--- src/rtl/fifo_cmd_writer_pkg.sv ---
// rtl/fifo_cmd_writer_pkg.sv - shared state encoding, FIFO flag levels and default timing for the command FIFO writer
package fifo_cmd_writer_pkg;

    typedef enum logic [2:0] {
        ST_IDLE    = 3'd0,
        ST_SETUP   = 3'd1,
        ST_STROBE  = 3'd2,
        ST_HOLD    = 3'd3,
        ST_RECOVER = 3'd4
    } wr_state_t;

    // Active-low full flag levels as seen on the synchronised nFF input.
    localparam logic FIFO_FULL     = 1'b0;
    localparam logic FIFO_NOT_FULL = 1'b1;

    // Defaults for a 120 MHz clk.
    localparam int DEF_WR_SETUP_TICKS    = 1;
    localparam int DEF_WR_PULSE_TICKS    = 3;
    localparam int DEF_WR_RECOVERY_TICKS = 3;

    // Terminal value of the 8-bit tick counter for a phase lasting n cycles.
    function automatic logic [7:0] last_tick(input int n);
        return 8'(n - 1);
    endfunction

endpackage

--- src/rtl/fifo_cmd_writer_sync2.sv ---
// rtl/fifo_cmd_writer_sync2.sv - two-flop synchronizer with async active-low clear to 0
//
// Ports:
//   clk  - destination clock
//   nrst - asynchronous active-low reset, clears both flops to 0
//   d    - asynchronous input
//   q    - synchronised output, two clk edges behind d
module fifo_cmd_writer_sync2 (
    input  logic clk,
    input  logic nrst,
    input  logic d,
    output logic q
);

    logic r_meta;
    logic r_sync;

    always_ff @(posedge clk or negedge nrst) begin
        if (!nrst) begin
            r_meta <= 1'b0;
            r_sync <= 1'b0;
        end else begin
            r_meta <= d;
            r_sync <= r_meta;
        end
    end

    assign q = r_sync;

endmodule

--- src/rtl/fifo_cmd_writer.sv ---
// rtl/fifo_cmd_writer.sv - writes local command bytes into an external async FIFO with timed write strobe
//
// Ports:
//   clk           - system clock
//   nrst          - asynchronous active-low reset
//   in_data       - command byte from local producer
//   in_valid      - producer has a byte
//   in_ready      - byte accepted on this cycle's rising edge (IDLE and FIFO not full)
//   nff_in        - FIFO active-low full flag, asynchronous to clk
//   fifo_data_out - registered data to FIFO D pins, held until the next accepted byte
//   fifo_data_oe  - registered output enable for the data pins
//   fifo_wr_n     - registered active-low write strobe
//   busy          - high whenever a write sequence is in progress
//   write_count   - completed writes, wrapping 16-bit counter
module fifo_cmd_writer
    import fifo_cmd_writer_pkg::*;
#(
    parameter int DATA_WIDTH        = 8,
    parameter int WR_SETUP_TICKS    = DEF_WR_SETUP_TICKS,
    parameter int WR_PULSE_TICKS    = DEF_WR_PULSE_TICKS,
    parameter int WR_RECOVERY_TICKS = DEF_WR_RECOVERY_TICKS
) (
    input  logic                  clk,
    input  logic                  nrst,
    input  logic [DATA_WIDTH-1:0] in_data,
    input  logic                  in_valid,
    output logic                  in_ready,
    input  logic                  nff_in,
    output logic [DATA_WIDTH-1:0] fifo_data_out,
    output logic                  fifo_data_oe,
    output logic                  fifo_wr_n,
    output logic                  busy,
    output logic [15:0]           write_count
);

    localparam logic [7:0] SETUP_LAST    = last_tick(WR_SETUP_TICKS);
    localparam logic [7:0] PULSE_LAST    = last_tick(WR_PULSE_TICKS);
    localparam logic [7:0] RECOVERY_LAST = last_tick(WR_RECOVERY_TICKS);

    wr_state_t             r_state;
    wr_state_t             w_next_state;
    logic [7:0]            r_tick;
    logic                  r_wr_n;
    logic                  r_oe;
    logic [DATA_WIDTH-1:0] r_data;
    logic [15:0]           r_write_count;
    logic                  w_nff_s;
    logic                  w_handshake;

    // Full flag is only trusted after two flops; reset state reads as full.
    fifo_cmd_writer_sync2 u_nff_sync (
        .clk  (clk),
        .nrst (nrst),
        .d    (nff_in),
        .q    (w_nff_s)
    );

    assign in_ready    = (r_state == ST_IDLE) && (w_nff_s == FIFO_NOT_FULL);
    assign w_handshake = in_valid && in_ready;

    always_comb begin
        w_next_state = r_state;
        case (r_state)
            ST_IDLE:    if (w_handshake)              w_next_state = ST_SETUP;
            ST_SETUP:   if (r_tick == SETUP_LAST)     w_next_state = ST_STROBE;
            ST_STROBE:  if (r_tick == PULSE_LAST)     w_next_state = ST_HOLD;
            ST_HOLD:                                  w_next_state = ST_RECOVER;
            ST_RECOVER: if (r_tick == RECOVERY_LAST)  w_next_state = ST_IDLE;
            default:                                  w_next_state = ST_IDLE;
        endcase
    end

    // Pin outputs are decoded from the next state and registered, so the
    // strobe and enable change exactly on the edge that enters each phase.
    always_ff @(posedge clk or negedge nrst) begin
        if (!nrst) begin
            r_state       <= ST_IDLE;
            r_tick        <= 8'd0;
            r_wr_n        <= 1'b1;
            r_oe          <= 1'b0;
            r_data        <= '0;
            r_write_count <= 16'd0;
        end else begin
            r_state <= w_next_state;
            r_tick  <= (w_next_state != r_state) ? 8'd0 : r_tick + 8'd1;
            r_wr_n  <= (w_next_state != ST_STROBE);
            r_oe    <= (w_next_state == ST_SETUP) || (w_next_state == ST_STROBE) ||
                       (w_next_state == ST_HOLD);
            if (w_handshake) begin
                r_data <= in_data;
            end
            if (r_state == ST_HOLD) begin
                r_write_count <= r_write_count + 16'd1;
            end
        end
    end

    assign fifo_data_out = r_data;
    assign fifo_data_oe  = r_oe;
    assign fifo_wr_n     = r_wr_n;
    assign busy          = (r_state != ST_IDLE);
    assign write_count   = r_write_count;

endmodule

--- config.mk ---
export PLATFORM = sky130hd
export DESIGN_NAME = fifo_cmd_writer
export DESIGN_NICKNAME = d
export VERILOG_FILES = /design/src/rtl/fifo_cmd_writer_pkg.sv /design/src/rtl/fifo_cmd_writer_sync2.sv /design/src/rtl/fifo_cmd_writer.sv
export SDC_FILE = /design/constraint.sdc
export NUM_CORES = 1
export LEC_CHECK = 0
export ABC_CLOCK_PERIOD_IN_PS = 2100
export BUFFER_PORTS_ARGS = -buffer_cell sky130_fd_sc_hd__buf_2
export CAP_MARGIN = 20
export CORE_UTILIZATION = 43
export CTS_CLUSTER_SIZE = 12
export DETAILED_ROUTE_END_ITERATION = 16
export GPL_TIMING_DRIVEN = 1
export PLACE_DENSITY = 0.66
export REMOVE_ABC_BUFFERS = 1
export SYNTH_ARGS = -nofsm -noshare
export SYNTH_HDL_FRONTEND = slang
export SYNTH_HIERARCHICAL = 1
export SYNTH_SLANG_ARGS = --single-unit
--- constraint.sdc ---
create_clock -name clk -period 2.1 [get_ports clk]
set_clock_uncertainty 0.2 [all_clocks]
set_input_delay 0.42 -clock clk [delete_from_list [all_inputs] [get_ports clk]]
set_output_delay 0.42 -clock clk [all_outputs]
set_load 0.02 [all_outputs]
==> results by group <==
Placed design
  • Cell Area, Placed: 2040 um2
  • Placed instance count: 240
  • Post-DP HPWL: 2570 um
  • Input/output buffers: 39
  • Worst slack after detailed placement: 0.0754 ns
  • Gpl congestion: 0.782

Route
  • Via count of the routed design: 1300
  • Final routed DRC violation total: 0
  • Average via count per standard cell: 5.18
  • Pre-antenna DRT Iters: 4
  • Number of nets with antenna violations after detailed routing: 0
  • Detailed-route wire length: 3490 um
  • Average wire length per cell after detail routing: 13.9 um
  • Number of DRC markers after the initial detailed-route iteration: 70

Min path
  • Worst Hold Launch: nff_in
  • Cell count of the worst hold path: 1
  • Endpoint, Worst Hold: u_nff_sync/r_meta
  • HP Class: in2reg

Power
  • Final Power: 2.58 mW
  • LEAKAGE: 1.02 nW
  • IR drop worst, VDD: 618 uV
  • Power density over the cells: 1190 nW/um2

STA
  • Worst hold margin: 0.0346 ns
  • Relative slew slack: 68.3%
  • Maximum clock frequency: 0.504 GHz
  • Min Clock Period, post-route: 1.98 ns
  • Least setup slack across all paths after layout: 0.117 ns
  • Transition time of the tightest slew-check pin: 0.475 ns
  • Final Max Slew Viols: 0
  • Period Utilization, post-route: 94.4%
  • Number of failing hold endpoints at the final stage: 0
  • Final setup vio count: 0
  • Final-layout setup total negative slack: 0 ns

GRT
  • Met1 routing resource usage after global routing: 23.1%
  • Tot GR Track Use: 18.5%
  • GRT met2 Usage: 30.6%
  • Global-route layer with the greatest usage: met2
  • GR Overflow Total: 0
  • Number of antenna violations at the first check in global routing: 0
  • Number of global-route vias before repair: 1272
  • Wire length of the first global-routing pass: 5950 um
  • Largest net degree at the start of global routing: 40
  • GR Util met3: 5.17%

Finish
  • Final non-filler cell total: 251
  • Fraction of layout cells with a size suffix above 1: 34.5%
  • Count of filler cells inserted in the layout: 329
  • Area of all placed cells without fillers: 2170 um2
  • Layout overhead on the synthesized area: 22.2%
  • Number of antenna cells inserted: 0
  • Nets: 218
  • Post-Route Utilization: 57.1%

Critical path
  • Worst Reg2Reg Path Length in Cells: 6
  • Required @ worst endpoint: 1.48 ns
  • Startpoint-to-endpoint class of the critical path: reg2out
  • Startpoint of the worst register-to-register path: r_tick[0]
  • Worst setup EP type: output port
  • Maximum fanout along the worst path: 9
  • Setup slack, reg-to-reg: 0.17 ns
  • CP arrival: 1.36 ns
  • Critical Path Source Type: register
  • Endpoint of the lowest-slack register-to-register path: r_tick[6]

Job
  • Max-cap violations: 0

Synthesis
  • Instance count of the mapped netlist: 153
  • Cell area after technology mapping: 1770 um2
  • Synthesized area divided by synthesized cell count: 11.6 um2
  • Library cells used by synthesis: 34
  • Sequential area share after synthesis: 55.1%
  • Number of synthesized register bits: 39
  • Synth warn: 6

CTS
  • Clock slew at the register clock pins of the worst setup and hold paths: 0.08 ns
  • CTS Sinks: 39
  • TritonCTS clock tree: built
  • Clk buf depth: 2
  • Number of buffers added by the clock tree synthesis step: 5
  • Root Buffer: sky130_fd_sc_hd__clkbuf_8
  • Maximum level of the CTS H-tree: 2
  • Clock latency on the worst-skew pair: 0.30 ns

Floorplanning
  • Effective utilization at floorplan: 46.7%
  • Chip height: 66.2 um
  • Site Rows: 22
  • Die width: 66.2 um
  • Number of top-level pins: 40
  • CORE AREA: 3800 um2
  • Die footprint: 4390 um2

Run status
  • Run status: completed
==> what timing repair did <==
| item | 4_1_cts | 5_1_grt |
|---|---|---|
| gates resized for setup | 0 | 3 |
| hold buffers | 1 | 0 |
| endpoints found under the hold margin | 38 | 0 |
| buffers inserted | 0 | 2 |
| setup endpoints to repair | 0 | 9 |
==> power by group <==
group / internal (mW) / switching, mW
Clock: 0.232 / 0.263
Sequential: 0.929 / 0.169
Combinational: 0.420 / 0.565
==> critical path, stage by stage, from the launching register on <==
cell and delay (ns):
sky130_fd_sc_hd__dfrtp_1 0.48, sky130_fd_sc_hd__nor3_2 0.24, sky130_fd_sc_hd__and2_1 0.18, sky130_fd_sc_hd__buf_2 0.17
==> Yosys cell counts <==
master	number	area (um2)
sky130_fd_sc_hd__a32oi_2	1	16.3
sky130_fd_sc_hd__a31oi_1	1	6.26
sky130_fd_sc_hd__o21ai_0	2	10.0
sky130_fd_sc_hd__dfrtp_1	38	951
sky130_fd_sc_hd__nand2_1	10	37.5
sky130_fd_sc_hd__nand3b_2	1	11.3
sky130_fd_sc_hd__o211ai_2	1	12.5
sky130_fd_sc_hd__dfstp_2	1	26.3
sky130_fd_sc_hd__nor3b_2	1	12.5
sky130_fd_sc_hd__mux2_2	8	90.1
sky130_fd_sc_hd__inv_1	5	18.8
sky130_fd_sc_hd__inv_2	1	3.75
sky130_fd_sc_hd__xnor2_1	16	140
sky130_fd_sc_hd__and4_1	1	8.76
sky130_fd_sc_hd__and3_1	1	6.26
sky130_fd_sc_hd__clkbuf_1	1	3.75
sky130_fd_sc_hd__buf_4	1	7.51
sky130_fd_sc_hd__xor2_1	5	43.8
sky130_fd_sc_hd__a21oi_1	1	5.00
sky130_fd_sc_hd__nor3_1	10	50.1
sky130_fd_sc_hd__nand4b_1	1	8.76
sky130_fd_sc_hd__nand3_1	14	70.1
sky130_fd_sc_hd__nor2b_1	2	12.5
sky130_fd_sc_hd__or2_1	1	6.26
sky130_fd_sc_hd__nand4_1	8	50.1
sky130_fd_sc_hd__nor3_4	1	16.3
sky130_fd_sc_hd__a221o_1	1	10.0
sky130_fd_sc_hd__ha_1	4	50.1
sky130_fd_sc_hd__and2_1	1	6.26
sky130_fd_sc_hd__buf_2	1	5.00
sky130_fd_sc_hd__a31o_2	1	8.76
sky130_fd_sc_hd__nor4b_4	1	23.8
sky130_fd_sc_hd__nor2_1	10	37.5
sky130_fd_sc_hd__nor3b_1	1	7.51
==> flip-flops by register name, summed over array words and instances (netlist names) <==
signal             count
fifo_data_oe           1
fifo_data_out          8
fifo_wr_n              1
r_state                3
r_tick                 8
u_nff_sync/q           1
u_nff_sync/r_meta      1
write_count           16
==> cell families after synthesis <==
| group | after synthesis | synth area share [%] |
|---|---|---|
| flip-flops | 39 | 55.1 |
| XOR/XNOR | 21 | 10.4 |
| buffers and inverters | 9 | 2.19 |
| multiplexers | 8 | 5.08 |
| AO/OA/AOI/OAI | 8 | 3.88 |
| adder cells (fa/ha/maj) | 4 | 2.82 |
| AND/OR/NAND/NOR | 64 | 20.6 |
==> cells in the final DEF (no fill, tap or decap), types with 2 or more instances in the layout <==
cell | synthesis | routed
sky130_fd_sc_hd__buf_2 | 1 | 39
sky130_fd_sc_hd__buf_4 | 1 | 5
sky130_fd_sc_hd__clkbuf_8 | 0 | 5
sky130_fd_sc_hd__dfrtp_1 | 38 | 38
sky130_fd_sc_hd__ha_1 | 4 | 4
sky130_fd_sc_hd__inv_1 | 5 | 5
sky130_fd_sc_hd__mux2_2 | 8 | 8
sky130_fd_sc_hd__nand2_1 | 10 | 10
sky130_fd_sc_hd__nand3_1 | 14 | 14
sky130_fd_sc_hd__nand4_1 | 8 | 8
sky130_fd_sc_hd__nor2_1 | 10 | 10
sky130_fd_sc_hd__nor2b_1 | 2 | 2
sky130_fd_sc_hd__nor3_1 | 10 | 9
sky130_fd_sc_hd__o21ai_0 | 2 | 2
sky130_fd_sc_hd__xnor2_1 | 16 | 16
sky130_fd_sc_hd__xor2_1 | 5 | 5
==> worst max path at each step <==
stage / cells after the start / slack (ns) / startpoint / end
3_3_place_gp: 6 / 0.17 / r_tick[0] / r_tick[7]
6_report: 3 / 0.12 / r_state[2] / in_ready
2_1_floorplan: 4 / 0.18 / r_state[2] / r_tick[2]
4_1_cts: 3 / 0.03 / r_state[1] / in_ready
5_1_grt: 6 / -0.03 / r_tick[0] / r_tick[7]
3_5_place_dp: 6 / 0.08 / r_tick[0] / r_tick[6]
==> layout make-up <==
cell class / count / area, um2 / area share (%)
Sequential cell: 39 / 977 / 45.1
Clock buffer: 6 / 72.6 / 3.35
Multi-Input combinational cell: 105 / 781 / 36.0
Tap cell: 48 / 60.1 / 2.77
Inverter: 6 / 22.5 / 1.04
Clock inverter: 2 / 12.5 / 0.577
Timing Repair Buffer: 45 / 243 / 11.2
==> routing by layer <==
metal / part of all wire [%] / wire (um) / up-vias
met3: 4.4 / 152 / 6
met1: 44 / 1530 / 627
met5: 0 / 0 / -
met4: 1.6 / 55 / 0
li1: - / - / 634
met2: 50 / 1750 / 33
Note: power is estimated with default switching activity, not from simulation.
